$ cat src/rtl/adder_sum_accumulator.sv
// Streaming block-sum accumulator: adds COUNT adder sums, then holds the total for a downstream handshake.
// Build option: define ADDER_ACC_SATURATE_EN to clamp the total on overflow instead of wrapping.
module adder_sum_accumulator #(
   parameter int unsigned SUM_W = 10,
   parameter int unsigned ACC_W = 13,
   parameter int unsigned COUNT = 8,
   parameter int unsigned CNT_W = $clog2(COUNT + 1)
) (
   input  logic             clk,
   input  logic             reset,
   input  logic [SUM_W-1:0] S,
   input  logic             s_valid,
   output logic             s_ready,
   input  logic             clear,
   output logic [ACC_W-1:0] acc,
   output logic             acc_valid,
   input  logic             acc_ready,
   output logic [CNT_W-1:0] acc_count,
   output logic             overflow
);

   typedef enum logic {StAccum, StHold} state_e;

   state_e           r_state;
   logic [ACC_W-1:0] r_acc;
   logic [CNT_W-1:0] r_cnt;
   logic             r_ovf;

   logic [ACC_W:0]   w_sum;
   logic [ACC_W-1:0] w_acc_next;
   logic             w_take;
   logic             w_last;

   // reset is included so the source sees no ready while the block is being reset
   assign s_ready = (r_state == StAccum) && !clear && !reset;
   assign w_take  = s_valid && s_ready;
   assign w_sum   = {1'b0, r_acc} + {{(ACC_W + 1 - SUM_W){1'b0}}, S};
   assign w_last  = (r_cnt == CNT_W'(COUNT - 1));

`ifdef ADDER_ACC_SATURATE_EN
   assign w_acc_next = w_sum[ACC_W] ? {ACC_W{1'b1}} : w_sum[ACC_W-1:0];
`else
   assign w_acc_next = w_sum[ACC_W-1:0];
`endif

   always_ff @(posedge clk) begin
      if (reset || clear) begin
         r_state <= StAccum;
         r_acc   <= '0;
         r_cnt   <= '0;
         r_ovf   <= 1'b0;
      end else begin
         unique case (r_state)
            StAccum: begin
               if (w_take) begin
                  r_acc <= w_acc_next;
                  r_cnt <= r_cnt + CNT_W'(1);
                  if (w_sum[ACC_W]) r_ovf <= 1'b1;
                  if (w_last) r_state <= StHold;
               end
            end
            StHold: begin
               if (acc_ready) begin
                  r_state <= StAccum;
                  r_acc   <= '0;
                  r_cnt   <= '0;
                  r_ovf   <= 1'b0;
               end
            end
            default: r_state <= StAccum;
         endcase
      end
   end

   assign acc       = r_acc;
   assign acc_count = r_cnt;
   assign overflow  = r_ovf;
   assign acc_valid = (r_state == StHold);

endmodule

$ cat config.mk
export PLATFORM = sky130hd
export DESIGN_NAME = adder_sum_accumulator
export DESIGN_NICKNAME = d
export VERILOG_FILES = /design/src/rtl/adder_sum_accumulator.sv
export SDC_FILE = /design/constraint.sdc
export NUM_CORES = 1
export LEC_CHECK = 0
export ABC_AREA = 0
export CAP_MARGIN = 40
export CORE_MARGIN = 2
export CORE_UTILIZATION = 53
export CTS_BUF_LIST = sky130_fd_sc_hd__clkbuf_8
export DETAILED_ROUTE_END_ITERATION = 10
export PLACE_DENSITY_LB_ADDON = 0.2
export SLEW_MARGIN = 20
export SYNTH_ARGS = -nofsm -noshare
export SYNTH_HDL_FRONTEND = slang
export SYNTH_SLANG_ARGS = --single-unit
export TNS_END_PERCENT = 1
$ cat constraint.sdc
create_clock -name clk -period 4.11 [get_ports clk]
set_input_delay 1.0275 -clock clk [delete_from_list [all_inputs] [get_ports clk]]
set_output_delay 1.0275 -clock clk [all_outputs]
set_load 0.05 [all_outputs]
==> results of run 1 <==
==> through the flow <==
stage          std cells   util  setup slack, ns  hold WS, ns
6_report             205  0.747            0.486        0.451
5_1_grt              205  0.747            0.400        0.469
4_1_cts              205  0.747            0.478        0.454
3_5_place_dp         201  0.727            0.493        0.443
3_3_place_gp         201  0.727            0.506        0.426
2_1_floorplan        140      -            0.979        0.653
==> worst paths after layout <==
check                start  endpoint  slack, ns  cells after the start
hold reg to reg   overflow  overflow       0.45                      2
hold / removal    overflow  overflow       0.45                      2
setup / recovery     clear   s_ready       0.49                      3
setup reg to reg    acc[0]   acc[10]       2.12                      7
==> synthesized netlist by cell type <==
cell type  count
nand2b_1       2
xor2_1         5
or4b_4         1
dfxtp_1       19
inv_1          3
o2bb2ai_1      1
nand2_1       20
nor4b_4        1
nor3b_2        1
nor3_1         4
a21o_1         5
a2111oi_4      1
buf_2          1
nand3_1        3
ha_1          11
o211ai_1       3
or3_1          1
a21oi_2        3
a22oi_1        2
nand4b_1       1
fa_1           1
a32o_1         1
mux2i_1        3
a2bb2oi_1      1
a21boi_0       1
nand4_1        3
and2b_1        1
nor2_1         7
a22o_1         5
and3_1         1
a21oi_1       10
a211oi_1       3
o211a_1        1
o21a_1         1
o21ai_0        8
a31oi_1        1
a31o_2         1
xnor2_1        2
buf_6          1
==> worst max-delay path, delay by kind of cell <==
| kind | cells | cell delay, ns |
|---|---|---|
| buf+inv | 2 | 1.36 |
| simple gates | 1 | 0.21 |
==> routing by layer <==
| metal | vias to the layer above | GRT usage | wire, um |
|---|---|---|---|
| met5 | - | 0 | 0 |
| met4 | 0 | 0.0897 | 29 |
| met3 | 6 | 0.0400 | 159 |
| met2 | 37 | 0.421 | 1450 |
| met1 | 580 | 0.289 | 1300 |
| li1 | 604 | - | - |
==> registers in the layout, indices dropped and copies added, names as in the netlist <==
| name | cells |
|---|---|
| acc | 13 |
| overflow | 1 |
| acc_valid | 1 |
| acc_count | 4 |
==> kinds of logic (layout without fill, tap and decap cells) <==
kind of cell,Yosys count,count (layout),synth area share
flops,19,19,0.303
simple gates,46,46,0.196
xor+xnor,7,7,0.0488
compound gates,48,48,0.281
buf+inv,5,42,0.0219
fa+ha+maj,12,12,0.125
mux,3,3,0.0239
==> power groups by stage <==
stage | clock network, mW | registers (mW) | logic, mW
floorplan | 0 | 0.218 | 0.0536
global placement | 0 | 0.199 | 0.110
detailed placement | 0 | 0.199 | 0.113
CTS | 0.136 | 0.195 | 0.113
global route | 0.144 | 0.196 | 0.123
finish | 0.135 | 0.195 | 0.114
==> area by class of cell <==
type                            count  area share
Sequential cell                    19       0.228
Tap cell                           28      0.0210
Timing Repair Buffer               35       0.208
Inverter                            3     0.00675
Clock buffer                        3      0.0247
Multi-Input combinational cell    116       0.508
Clock inverter                      1     0.00300
==> results.py, run 1 <==
metrics = {
    "logic_synthesis": {
        "postSynthNetCount": 167,
        "yosysTopAreaCell": "dfxtp_1",
        "syn-instance-count": 140,
        "yosysWarningCount": 0,
        "postSynthAreaPerCell_um2": 8.97,
        "ys_ff_latch": 19,
        "synth.distinct_cells": 39,
        "synth.area.top_cells": "dfxtp_1, ha_1, nand2_1",
        "yosysTopAreaCellShare": 0.303,
        "syn_area_mm2": 0.00126,
        "seq_area_frac_synth": 0.303,
    },
    "clock_network": {
        "cts.hold.buffers_added": 0,
        "cts_setup_buffers": 0,
        "tritoncts": "built",
        "clkTransAtPathRegs_ns": 0.08,
        "numCtsBuffers": 3,
        "postCtsResizedCells": 0,
        "cts-root-buf": "clkbuf_8",
        "clockBufferDepth": 2,
        "clock_latency_ns": 0.26,
        "cts_sinks": 19,
        "htreeDepth": 1,
    },
    "placed_design": {
        "hpwlAfterDp_um": 2230,
        "place_congestion": 0.875,
        "portBuffers": 34,
        "dpl-instance-area_mm2": 0.00162,
    },
    "final_layout": {
        "design_area_mm2": 0.00167,
        "antenna_cells": 0,
        "layout_common_cells": "clkdlybuf4s50_1, nand2_1, dfxtp_1",
        "drive_gt1_frac": 0.0734,
        "fin_nets": 205,
        "multi_input_area_um2": 848,
        "layout.cells.most_common": "clkdlybuf4s50_1",
        "areaGrowthSynthToFinish_pct": 32.9,
        "final-seq-area_um2": 380,
        "nFillCells": 173,
    },
    "detailed_routing": {
        "drc": 0,
        "dr.first_iter.drc_count": 23,
        "antenna_left": 0,
        "drtPass1Iterations": 4,
        "num_vias": 1227,
        "wl_per_cell_um": 14.3,
        "drt_wl_total_um": 2940,
        "viasPerCell": 5.99,
    },
    "sta": {
        "max_freq_mhz": 276,
        "tightest_slew_ns": 0.849,
        "slew-limit-headroom": 0.432,
        "report.final.setup_viol": 0,
        "finalHoldViolCount": 0,
        "rsz0062_at_grt": "no",
        "fin_crit_sh": 0.882,
        "clock_skew_ns": 0.00206,
        "period_needed_ns": 3.62,
        "fin_tns_setup_ns": 0,
        "slew_violations": 0,
    },
    "floorplanning": {
        "die_h_um": 52.7,
        "dieArea_mm2": 0.00278,
        "ios": 35,
        "die_x_um": 52.7,
        "core.rowCount": 17,
        "start_util": 0.562,
        "fp.coreArea_mm2": 0.00223,
    },
    "critical_path": {
        "crit_type": "in2out",
        "arrival_ns": 2.60,
        "cpMostUsedCell": "clkdlybuf4s50_1",
        "cp_max_fo": 6,
        "startpoint_type": "input port",
        "cp.required_ns": 3.08,
        "max_stage_delay_ns": 0.83,
        "path_cells": "clkdlybuf4s50_1 -> nor3_1 -> clkdlybuf4s50_1",
        "end_kind": "primary output",
        "slowest_stage": "clkdlybuf4s50_1",
    },
    "power": {
        "seqPwrFrac": 0.440,
        "p_leak_nw": 0.690,
        "max-vdd-ir-drop_mv": 0.205,
        "power.switching_uw": 138,
        "power.total_uw": 443,
        "cell_internal_pwr_uw": 305,
        "swShare": 0.312,
        "combPwrFrac": 0.257,
        "p_per_area_mw_per_mm2": 265,
        "p_clk_frac": 0.304,
    },
    "global_route": {
        "grt_start_max_net_pins": 12,
        "grt_pass1_wl_um": 4970,
        "grt_usage": 0.240,
        "antenna_found_initial": 0,
        "grt-ovfl-total": 0,
        "grt_pass1_vias": 1183,
    },
    "run_status": {
        "status": "complete, no violations",
    },
    "min_path": {
        "hp-class": "reg2reg",
    },
    "job": {
        "cap_violations": 0,
    },
}
Note: power is estimated with default switching activity, not from simulation.
==> inputs of run 2 (changes only) <==
- CAP_MARGIN: 40 -> 20
- REMOVE_ABC_BUFFERS: default -> 1
==> results.py, run 2 (synthesis gave the netlist of run 1 again) <==
metrics = {
    "power": {
        "p_per_area_mw_per_mm2": 265,
        "cell_internal_pwr_uw": 305,
        "combPwrFrac": 0.256,
        "p_clk_frac": 0.303,
        "power.switching_uw": 137,
        "swShare": 0.310,
        "p_leak_nw": 0.690,
        "max-vdd-ir-drop_mv": 0.269,
        "seqPwrFrac": 0.441,
        "power.total_uw": 442,
    },
    "detailed_routing": {
        "dr.first_iter.drc_count": 33,
        "viasPerCell": 5.91,
        "drtPass1Iterations": 4,
        "wl_per_cell_um": 14.7,
        "num_vias": 1211,
        "antenna_left": 0,
        "drc": 0,
        "drt_wl_total_um": 3010,
    },
    "critical_path": {
        "arrival_ns": 2.61,
        "slowest_stage": "clkdlybuf4s50_1",
        "path_cells": "clkdlybuf4s50_1 -> nor3_1 -> clkdlybuf4s50_1",
        "cp.depth": 3,
        "cpMostUsedCell": "clkdlybuf4s50_1",
        "critical-path-top-delay-family": "buffers and inverters",
        "cp_max_fo": 6,
        "max_stage_delay_ns": 0.83,
        "startpoint_type": "input port",
        "r2r_cells": 7,
        "crit_type": "in2out",
        "end_kind": "primary output",
        "cp_num_buf_inv": 2,
        "cp.required_ns": 3.08,
    },
    "sta": {
        "tightest_slew_ns": 0.800,
        "fin_crit_sh": 0.885,
        "finalHoldViolCount": 0,
        "slew-limit-headroom": 0.465,
        "period_needed_ns": 3.64,
        "slew_violations": 0,
        "max_freq_mhz": 275,
        "report.final.setup_viol": 0,
        "holdWs_ns": 0.462,
        "fin_tns_setup_ns": 0,
        "clock_skew_ns": 0.00666,
        "rsz0062_at_grt": "no",
    },
    "global_route": {
        "grt_pass1_vias": 1176,
        "antenna_found_initial": 0,
        "grt_usage": 0.240,
        "grt_pass1_wl_um": 4950,
        "grt_start_max_net_pins": 12,
        "grt-ovfl-total": 0,
    },
    "clock_network": {
        "postCtsResizedCells": 0,
        "clock_latency_ns": 0.26,
        "cts.hold.buffers_added": 0,
        "htreeDepth": 1,
        "numCtsBuffers": 3,
        "clockBufferDepth": 2,
        "clkTransAtPathRegs_ns": 0.08,
        "cts_setup_buffers": 0,
        "tritoncts": "built",
        "cts_sinks": 19,
        "cts-root-buf": "clkbuf_8",
    },
    "final_layout": {
        "layout.cells.most_common": "clkdlybuf4s50_1",
        "layout_common_cells": "clkdlybuf4s50_1, nand2_1, dfxtp_1",
        "antenna_cells": 0,
        "design_area_mm2": 0.00167,
        "largest_register_ff_count": 13,
        "instances_no_fill": 205,
        "areaGrowthSynthToFinish_pct": 32.9,
        "fin_nets": 205,
        "drive_gt1_frac": 0.0734,
    },
    "run_status": {
        "status": "complete, no violations",
    },
    "floorplanning": {
        "die_h_um": 52.7,
        "fp.coreArea_mm2": 0.00223,
        "dieArea_mm2": 0.00278,
        "ios": 35,
        "start_util": 0.562,
        "die_x_um": 52.7,
        "core.rowCount": 17,
    },
    "placed_design": {
        "place_congestion": 0.859,
        "portBuffers": 34,
        "dp_cells": 201,
        "dpl-instance-area_mm2": 0.00162,
        "hpwlAfterDp_um": 2240,
    },
    "min_path": {
        "hold_depth": 2,
        "hp-class": "reg2reg",
    },
    "job": {
        "cap_violations": 0,
    },
}
-- run 2: cell counts in the layout (fill, tap and decap cells not counted) --
No cell type changed its count.
-- run 2: layout make-up --
class                           instances  area, um2
Clock buffer                            3       41.3
Fill cell                             176        564
Clock inverter                          1       5.00
Inverter                                3       11.3
Multi-Input combinational cell        116        848
Tap cell                               28       35.0
Timing Repair Buffer                   35        348
Sequential cell                        19        380
-- run 2: path summary, 6_finish.rpt --
| kind | slack (ns) | to | start |
|---|---|---|---|
| setup / recovery | 0.47 | s_ready | clear |
| hold / removal | 0.46 | overflow | overflow |
| setup reg to reg | 2.06 | acc[10] | acc[0] |
| hold reg to reg | 0.46 | overflow | overflow |
-- run 2: power by group through the flow --
stage | registers [mW] | logic, mW | clock network [mW]
CTS | 0.195 | 0.113 | 0.137
detailed placement | 0.199 | 0.112 | 0
floorplan | 0.218 | 0.0533 | 0
global route | 0.196 | 0.122 | 0.145
global placement | 0.199 | 0.110 | 0
finish | 0.195 | 0.113 | 0.134
-- run 2: through the flow --
| step | util | worst slack (ns) |
|---|---|---|
| after floorplan | - | 0.979 |
| after global placement | 0.727 | 0.507 |
| after detailed placement | 0.727 | 0.488 |
| after CTS | 0.747 | 0.468 |
| after global routing | 0.747 | 0.406 |
| final | 0.747 | 0.472 |
-- run 2: layer usage --
metal  vias up  track usage  part of all wire
met5         -            0                 0
met3         2       0.0486             0.050
met2        46        0.415              0.51
li1        602            -                 -
met1       561        0.285              0.44
met4         0        0.103            0.0033
-- run 2: worst register-to-register path, cell delays in order (launching register included) --
cell and delay [ns]:
dfxtp_1 0.33, ha_1 0.21, fa_1 0.43, a21oi_1 0.26
o211ai_1 0.19, nand3_1 0.17, mux2i_1 0.23, o211ai_1 0.12
==> inputs of run 3 (changes only) <==
- PLACE_DENSITY_LB_ADDON: 0.2 -> 0.05
==> results.py, run 3 (synthesis gave the netlist of run 1 again) <==
metrics = {
    "run_status": {
        "status": "complete, no violations",
    },
    "detailed_routing": {
        "wl_per_cell_um": 14.5,
        "viasPerCell": 5.92,
        "num_vias": 1214,
        "antenna_left": 0,
        "drt_wl_total_um": 2970,
        "dr.first_iter.drc_count": 26,
        "drc": 0,
        "drtPass1Iterations": 4,
    },
    "final_layout": {
        "layout_common_cells": "clkdlybuf4s50_1, nand2_1, dfxtp_1",
        "largest_register_ff_count": 13,
        "multi_input_area_um2": 848,
        "instances_no_fill": 205,
        "drive_gt1_frac": 0.0734,
        "fin_nets": 205,
        "areaGrowthSynthToFinish_pct": 32.9,
        "nFillCells": 170,
        "layout.cells.most_common": "clkdlybuf4s50_1",
        "antenna_cells": 0,
        "final-seq-area_um2": 380,
    },
    "clock_network": {
        "clockBufferDepth": 2,
        "tritoncts": "built",
        "postCtsResizedCells": 0,
        "cts.hold.buffers_added": 0,
        "clkTransAtPathRegs_ns": 0.07,
        "cts_setup_buffers": 0,
        "clock_latency_ns": 0.26,
        "cts_sinks": 19,
        "htreeDepth": 1,
        "cts-root-buf": "clkbuf_8",
        "numCtsBuffers": 3,
    },
    "sta": {
        "clock_skew_ns": 0.000570,
        "max_freq_mhz": 276,
        "fin_crit_sh": 0.881,
        "holdWs_ns": 0.457,
        "tightest_slew_ns": 0.888,
        "report.final.setup_viol": 0,
        "finalHoldViolCount": 0,
        "slew-limit-headroom": 0.406,
        "period_needed_ns": 3.62,
        "slew_violations": 0,
        "fin_tns_setup_ns": 0,
        "rsz0062_at_grt": "no",
    },
    "power": {
        "max-vdd-ir-drop_mv": 0.230,
        "p_clk_frac": 0.302,
        "power.switching_uw": 136,
        "seqPwrFrac": 0.441,
        "p_leak_nw": 0.690,
        "swShare": 0.309,
        "power.total_uw": 441,
        "p_per_area_mw_per_mm2": 264,
        "combPwrFrac": 0.257,
        "cell_internal_pwr_uw": 305,
    },
    "global_route": {
        "antenna_found_initial": 0,
        "grt-ovfl-total": 0,
        "grt_usage": 0.233,
        "grt_pass1_wl_um": 4810,
        "grt_start_max_net_pins": 12,
        "grt_pass1_vias": 1095,
    },
    "critical_path": {
        "cpMostUsedCell": "clkdlybuf4s50_1",
        "cp_max_fo": 6,
        "max_stage_delay_ns": 0.83,
        "arrival_ns": 2.59,
        "path_cells": "clkdlybuf4s50_1 -> nor3_1 -> clkdlybuf4s50_1",
        "end_kind": "primary output",
        "slowest_stage": "clkdlybuf4s50_1",
        "startpoint_type": "input port",
        "cp.required_ns": 3.08,
        "crit_type": "in2out",
    },
    "floorplanning": {
        "start_util": 0.562,
        "dieArea_mm2": 0.00278,
        "die_x_um": 52.7,
        "die_h_um": 52.7,
        "ios": 35,
        "core.rowCount": 17,
        "fp.coreArea_mm2": 0.00223,
    },
    "placed_design": {
        "place_congestion": 0.835,
        "hpwlAfterDp_um": 2250,
        "dp_cells": 201,
        "portBuffers": 34,
    },
    "min_path": {
        "hp-class": "reg2reg",
    },
    "job": {
        "cap_violations": 0,
    },
}
## run 3: worst max-delay path, delay by kind of cell
family	cells	cell delay, ns
buf+inv	2	1.36
simple gates	1	0.21
## run 3: path summary, 6_finish.rpt
check / slack [ns] / to / depth (start not counted) / startpoint
min: 0.46 / overflow / 2 / overflow
min reg2reg: 0.46 / overflow / 2 / overflow
max reg2reg: 2.11 / acc[10] / 7 / acc[0]
max: 0.49 / s_ready / 3 / clear
## run 3: through the flow
| step | setup WS [ns] | util | cell area, um2 |
|---|---|---|---|
| finish | 0.489 | 0.747 | 1670 |
| global route | 0.390 | 0.747 | 1670 |
| CTS | 0.479 | 0.747 | 1670 |
| detailed placement | 0.495 | 0.727 | 1620 |
| global placement | 0.503 | 0.727 | 1620 |
| floorplan | 0.979 | - | 1240 |
## run 3: power by group through the flow
stage	Combinational [mW]	Clock (mW)	Sequential (mW)
after global routing	0.123	0.145	0.195
after global placement	0.111	0	0.198
after detailed placement	0.112	0	0.199
after CTS	0.113	0.136	0.195
after floorplan	0.0533	0	0.218
final	0.114	0.133	0.195
## run 3: cell type report
type	instances	area share
multi-input cells	116	0.508
flip-flops and latches	19	0.228
repair buffers	35	0.208
clock buffers	3	0.0247
well taps	28	0.0210
inverters	3	0.00675
clock inverters	1	0.00300
## run 3: per-layer routing
metal	vias up	global-route usage	wire length, um
li1	605	-	-
met1	562	0.304	1320
met5	-	0	0
met2	43	0.390	1460
met4	0	0.0769	22
met3	4	0.0371	167
